### config.mk
export PLATFORM = sky130hd
export DESIGN_NAME = softmax_exp_seq
export DESIGN_NICKNAME = d
export VERILOG_FILES = /design/src/rtl/softmax_exp_seq.sv
export SDC_FILE = /design/constraint.sdc
export NUM_CORES = 1
export LEC_CHECK = 0
export BUFFER_PORTS_ARGS = -buffer_cell sky130_fd_sc_hd__clkbuf_2
export CAP_MARGIN = 25
export CORE_MARGIN = 8
export CORE_UTILIZATION = 60
export CTS_CLUSTER_SIZE = 25
export DETAILED_ROUTE_END_ITERATION = 12
export HOLD_SLACK_MARGIN = 0.06
export PLACE_DENSITY = 0.77
export SETUP_SLACK_MARGIN = 0.02
export SLEW_MARGIN = 20
export SYNTH_ARGS = -nofsm -noshare
export SYNTH_HDL_FRONTEND = slang
export SYNTH_SLANG_ARGS = --single-unit
### constraint.sdc
create_clock -name I_CLK -period 30.7 [get_ports I_CLK]
set_input_delay 3.07 -clock I_CLK [delete_from_list [all_inputs] [get_ports I_CLK]]
set_output_delay 3.07 -clock I_CLK [all_outputs]
set_load 0.01 [all_outputs]
### src/rtl/softmax_exp_seq.sv
// ============================================================================
// softmax_exp_seq : buffers one row of Q2.13 scores, then streams exp(x-max)
//                   with the row sum through one shared combinational exp unit.
// Revision        : 1.0 - initial release
// ============================================================================
`default_nettype none
`timescale 1ns/1ps

module exp_x (
  input  logic [15:0] x_i,
  output logic [15:0] y_o
);
  // e^x = 2^(x*log2e): integer part becomes a shift, fraction goes to a
  // 32-segment interpolated 2^f table held in Q1.15.
  localparam logic signed [33:0] c_LOG2E = 34'sd47274;

  logic signed [33:0] w_xs;
  logic signed [33:0] w_prod;
  logic signed [23:0] w_y;
  logic signed [5:0]  w_n;
  logic [4:0]         w_k;
  logic [12:0]        w_lo;
  logic [16:0]        w_l0;
  logic [16:0]        w_l1;
  logic [23:0]        w_dprod;
  logic [16:0]        w_val;
  logic [5:0]         w_sh;
  logic [40:0]        w_rnd;
  logic               w_sat;
  logic               w_unused;

  function automatic logic [16:0] pow2_lut(input logic [5:0] k);
    logic [16:0] v;
    case (k)
      6'd0:  v = 17'd32768;  6'd1:  v = 17'd33486;  6'd2:  v = 17'd34219;
      6'd3:  v = 17'd34968;  6'd4:  v = 17'd35734;  6'd5:  v = 17'd36516;
      6'd6:  v = 17'd37316;  6'd7:  v = 17'd38133;  6'd8:  v = 17'd38968;
      6'd9:  v = 17'd39821;  6'd10: v = 17'd40693;  6'd11: v = 17'd41584;
      6'd12: v = 17'd42495;  6'd13: v = 17'd43425;  6'd14: v = 17'd44376;
      6'd15: v = 17'd45348;  6'd16: v = 17'd46341;  6'd17: v = 17'd47356;
      6'd18: v = 17'd48393;  6'd19: v = 17'd49452;  6'd20: v = 17'd50535;
      6'd21: v = 17'd51642;  6'd22: v = 17'd52773;  6'd23: v = 17'd53928;
      6'd24: v = 17'd55109;  6'd25: v = 17'd56316;  6'd26: v = 17'd57549;
      6'd27: v = 17'd58809;  6'd28: v = 17'd60097;  6'd29: v = 17'd61413;
      6'd30: v = 17'd62757;  6'd31: v = 17'd64132;
      default: v = 17'd65536;
    endcase
    return v;
  endfunction

  assign w_xs    = {{18{x_i[15]}}, x_i};
  assign w_prod  = w_xs * c_LOG2E;
  assign w_y     = w_prod[33:10];
  assign w_n     = w_y[23:18];
  assign w_k     = w_y[17:13];
  assign w_lo    = w_y[12:0];
  assign w_l0    = pow2_lut({1'b0, w_k});
  assign w_l1    = pow2_lut({1'b0, w_k} + 6'd1);
  assign w_dprod = {7'd0, w_l1 - w_l0} * {11'd0, w_lo};
  assign w_val   = w_l0 + {6'd0, w_dprod[23:13]};
  assign w_sat   = (w_n >= 6'sd2);
  assign w_sh    = 6'd2 - w_n;
  assign w_rnd   = ({24'd0, w_val} + (41'd1 << (w_sh - 6'd1))) >> w_sh;
  assign y_o     = w_sat ? 16'h8000 : w_rnd[15:0];

  assign w_unused = ^{w_prod[9:0], w_rnd[40:16]};
endmodule

module softmax_exp_seq #(
  parameter int D  = 16,
  parameter int AW = $clog2(D)
) (
  input  logic            I_CLK,
  input  logic            I_RST,
  input  logic            I_IN_VALID,
  input  logic [15:0]     I_IN_DATA,
  output logic            O_IN_READY,
  output logic            O_OUT_VALID,
  output logic [15:0]     O_OUT_DATA,
  output logic            O_OUT_LAST,
  input  logic            I_OUT_READY,
  output logic [16+AW-1:0] O_SUM,
  output logic            O_SUM_VALID,
  output logic            O_BUSY
);
  localparam int SW = 16 + AW;
  localparam logic [AW-1:0] LAST_IDX = AW'(D - 1);
  localparam logic [AW-1:0] ONE_IDX  = AW'(1);

  typedef enum logic [1:0] {
    ST_LOAD = 2'd0,
    ST_EXP  = 2'd1,
    ST_OUT  = 2'd2
  } state_t;

  state_t              state_q, state_d;
  logic [AW-1:0]       idx_q, idx_d;
  logic signed [15:0]  mx_q, mx_d;
  logic [SW-1:0]       acc_q, acc_d;
  logic [15:0]         buf_q [D];
  logic                buf_we;
  logic [15:0]         buf_wdata;

  logic [15:0]         w_rd;
  logic signed [16:0]  w_diff;
  logic [15:0]         w_exp_in;
  logic [15:0]         w_exp;
  logic                w_last;

  assign w_rd   = buf_q[idx_q];
  assign w_last = (idx_q == LAST_IDX);
  assign w_diff = {w_rd[15], w_rd} - {mx_q[15], mx_q};

  // Differences below -4.0 saturate to the most negative Q2.13 code.
  always_comb begin
    w_exp_in = w_diff[15:0];
    if (w_diff[16] != w_diff[15]) begin
      w_exp_in = w_diff[16] ? 16'h8000 : 16'h7FFF;
    end
  end

  exp_x u_exp (
    .x_i (w_exp_in),
    .y_o (w_exp)
  );

  always_comb begin
    state_d   = state_q;
    idx_d     = idx_q;
    mx_d      = mx_q;
    acc_d     = acc_q;
    buf_we    = 1'b0;
    buf_wdata = I_IN_DATA;
    case (state_q)
      ST_LOAD: begin
        if (I_IN_VALID) begin
          buf_we = 1'b1;
          if ($signed(I_IN_DATA) > mx_q) mx_d = $signed(I_IN_DATA);
          idx_d = idx_q + ONE_IDX;
          if (w_last) begin
            idx_d   = '0;
            state_d = ST_EXP;
          end
        end
      end
      ST_EXP: begin
        buf_we    = 1'b1;
        buf_wdata = w_exp;
        acc_d     = acc_q + {{AW{1'b0}}, w_exp};
        idx_d     = idx_q + ONE_IDX;
        if (w_last) begin
          idx_d   = '0;
          state_d = ST_OUT;
        end
      end
      ST_OUT: begin
        if (I_OUT_READY) begin
          idx_d = idx_q + ONE_IDX;
          if (w_last) begin
            idx_d   = '0;
            mx_d    = 16'sh8000;
            acc_d   = '0;
            state_d = ST_LOAD;
          end
        end
      end
      default: begin
        idx_d   = '0;
        state_d = ST_LOAD;
      end
    endcase
  end

  always_ff @(posedge I_CLK) begin
    if (I_RST) begin
      state_q <= ST_LOAD;
      idx_q   <= '0;
      mx_q    <= 16'sh8000;
      acc_q   <= '0;
    end else begin
      state_q <= state_d;
      idx_q   <= idx_d;
      mx_q    <= mx_d;
      acc_q   <= acc_d;
    end
  end

  always_ff @(posedge I_CLK) begin
    if (buf_we) buf_q[idx_q] <= buf_wdata;
  end

  always_comb begin
    O_IN_READY  = (state_q == ST_LOAD);
    O_OUT_VALID = (state_q == ST_OUT);
    O_OUT_LAST  = (state_q == ST_OUT) && w_last;
    O_SUM_VALID = (state_q == ST_OUT);
    O_BUSY      = (state_q != ST_LOAD);
    O_OUT_DATA  = w_rd;
    O_SUM       = acc_q;
  end
endmodule

`default_nettype wire

==> results.py <==
metrics = {
    "clocking": {
        "htree_levels": 1,
        "numCtsBuffers": 25,
        "cts_root_buf": "clkbuf_16",
        "clk_pin_slew_ps": 60,
        "clock_sinks": 302,
        "insertion_delay_ps": 570,
        "tritoncts": "done",
        "ctsHoldBuffers": 0,
        "cts.path.max_buffers": 3,
    },
    "placed_design": {
        "pre_cts_ws_ps": 1620,
        "placed_cells": 3706,
        "dp_hpwl_um": 64100,
        "gp_congestion": 0.971,
        "portBuffers": 60,
    },
    "global_routing": {
        "grt_pass1_vias": 24500,
        "antenna_found_initial": 1,
        "grt_pass1_wl_um": 137000,
        "groute.usage.overall": 0.301,
        "grt.overflow.total": 0,
        "grt_start_max_net_pins": 44,
    },
    "timing": {
        "hold_violations": 0,
        "clock-skew-final_ps": 31.8,
        "tightest_slew_ps": 1130,
        "timing.final.ws_setup_ps": 2160,
        "max_freq_ghz": 0.0350,
        "tns_ps": 0,
        "report.final.setup_viol": 0,
        "max_slew_margin": 0.237,
        "rsz0062_at_grt": "false",
        "drv_slew": 0,
        "min_period_over_period": 0.930,
        "period_needed_ps": 28540,
    },
    "yosys": {
        "synthArstFlopShare": 0,
        "ys_ff_latch": 302,
        "synth_commonest_cells": "inv_1 (389), nor2_1 (315), ha_1 (275)",
        "synth_area_um2": 30400,
        "synth_cell_type_count": 107,
        "synth_area_leaders": "edfxtp_1 (25%), fa_1 (16%), ha_1 (11%)",
        "synth_top_area_frac": 0.253,
        "yosysWarnings": 0,
        "synth_top_cell_by_area": "edfxtp_1",
        "yosys_most_used_dff": "edfxtp_1",
        "synth.avg_cell_area_um2": 9.99,
        "netlist_instances": 3039,
        "synth_edf_count": 256,
        "syn_nets": 3573,
        "synthMostInstantiatedCell": "inv_1",
        "yosysSeqAreaShare": 0.284,
    },
    "floorplan": {
        "die_area_um2": 58100,
        "die_w_um": 241,
        "top_level_ports": 61,
        "die_h_um": 241,
        "rows": 82,
        "core_area_um2": 50100,
        "initial_utilization": 0.606,
    },
    "drt": {
        "met2_length_um": 43200,
        "drt_wl_total_um": 87700,
        "via_per_inst": 6.40,
        "routed.top_layer": "met4",
        "drtIter0Drc": 2534,
        "drc": 0,
        "wire_per_inst_um": 23.3,
        "drtPass1Iterations": 8,
        "postRouteAntennaNets": 0,
        "route.vias.total": 24000,
        "wl_met1_um": 33500,
        "met3RoutedLength_um": 6590,
    },
    "layout": {
        "nets": 3601,
        "utilization": 0.650,
        "fillCellCount": 3903,
        "area_growth_pct": 7.26,
        "final_cells": 3758,
        "insertedDiodeCount": 0,
        "layout-drive-gt1-share": 0.117,
    },
    "setup_path": {
        "path_class": "reg -> reg",
        "startpoint_type": "flip-flop",
        "path_max_fanout": 29,
        "cpMaxStageDelayCell": "dfxtp_2",
        "max_stage_delay_ps": 650,
        "cp_common_cell": "ha_1",
        "worst_ep_required_time_ps": 31140,
        "critPathCaptureType": "flip-flop",
        "cp.arrival_ps": 28980,
    },
    "worst_hold_path": {
        "holdCritPathClass": "reg -> reg",
    },
    "flow_run": {
        "drv_cap": 0,
    },
    "outcome": {
        "status": "finished clean",
    },
}
cells in the final DEF, fill, tap and decap left out, types with 21 or more instances in the layout:
cell type,instances
edfxtp_1,256
inv_1,388
a211oi_1,25
mux4_2,82
a21oi_1,141
or3_1,21
nand2_1,237
ha_1,275
clkbuf_16,25
xnor2_1,108
a31oi_1,28
a22oi_1,24
a21o_1,42
nor2b_1,26
fa_1,239
nor2_1,303
mux2i_1,25
xor2_1,37
nand2b_1,36
nor3_1,52
buf_4,58
nand3_1,44
clkbuf_2,61
o21a_1,22
o21ai_0,100
dfxtp_1,44
mux2_2,24
path summary, 6_finish.rpt:
| kind | slack, ps | end | depth (start not counted) | startpoint |
|---|---|---|---|---|
| worst max-delay path | 2160 | O_SUM[18] | 121 | flip-flop |
| worst min-delay path | 530 | O_SUM[19] | 2 | O_SUM[19] |
| worst max register to register | 2160 | O_SUM[18] | 121 | flip-flop |
| worst min register to register | 530 | O_SUM[19] | 2 | O_SUM[19] |
cell type report:
class | count | area (µm²) | share of cell area
clock buffer | 31 | 648 | 0.0199
clock inverter | 15 | 201 | 0.00619
multi-input combinational | 2213 | 19900 | 0.612
timing repair buffer | 127 | 843 | 0.0259
tap | 672 | 841 | 0.0258
inverter | 398 | 1500 | 0.0461
sequential | 302 | 8610 | 0.264
worst max-delay path: cells and delay by family (launching register included):
kind / cells / cell delay, ps
flops: 1 / 650
simple gates: 26 / 3560
buf+inv: 15 / 2250
xor+xnor: 5 / 1110
mux: 2 / 870
compound gates: 50 / 10510
fa+ha+maj: 23 / 9400
per-layer routing:
layer | vias to the layer above | global-route usage
met4 | 0 | 0.134
met1 | 11900 | 0.376
met3 | 279 | 0.0393
li1 | 10700 | -
met5 | - | 0
met2 | 1215 | 0.522
what timing repair did:
item	CTS	global route
endpoints found under the hold margin	0	0
gates resized for setup	0	6
setup buffers	0	1
setup endpoints to repair	0	10
flip-flops by register name, summed over array words and instances (netlist names), named ones only:
| signal | cells |
|---|---|
| O_SUM | 20 |
| buf_q | 256 |
| idx_q | 4 |
| mx_q | 16 |
| state_q | 2 |
cells by family after synthesis:
group	Yosys count	synth area share
adder cells (fa/ha/maj)	514	0.271
XOR/XNOR	158	0.0478
buffers and inverters	524	0.0656
flip-flops	302	0.284
AO/OA/AOI/OAI	569	0.127
multiplexers	132	0.0785
AND/OR/NAND/NOR	840	0.127
stage by stage:
step / hold WS [ps] / instance area, µm²
2_1_floorplan: 495 / 30400
3_3_place_gp: 507 / 31600
3_5_place_dp: 511 / 31600
4_1_cts: 535 / 32400
5_1_grt: 562 / 32600
6_report: 534 / 32600
Power is not shown: default switching activity piles up to over one toggle a cycle in this logic, so the estimate is an artifact.
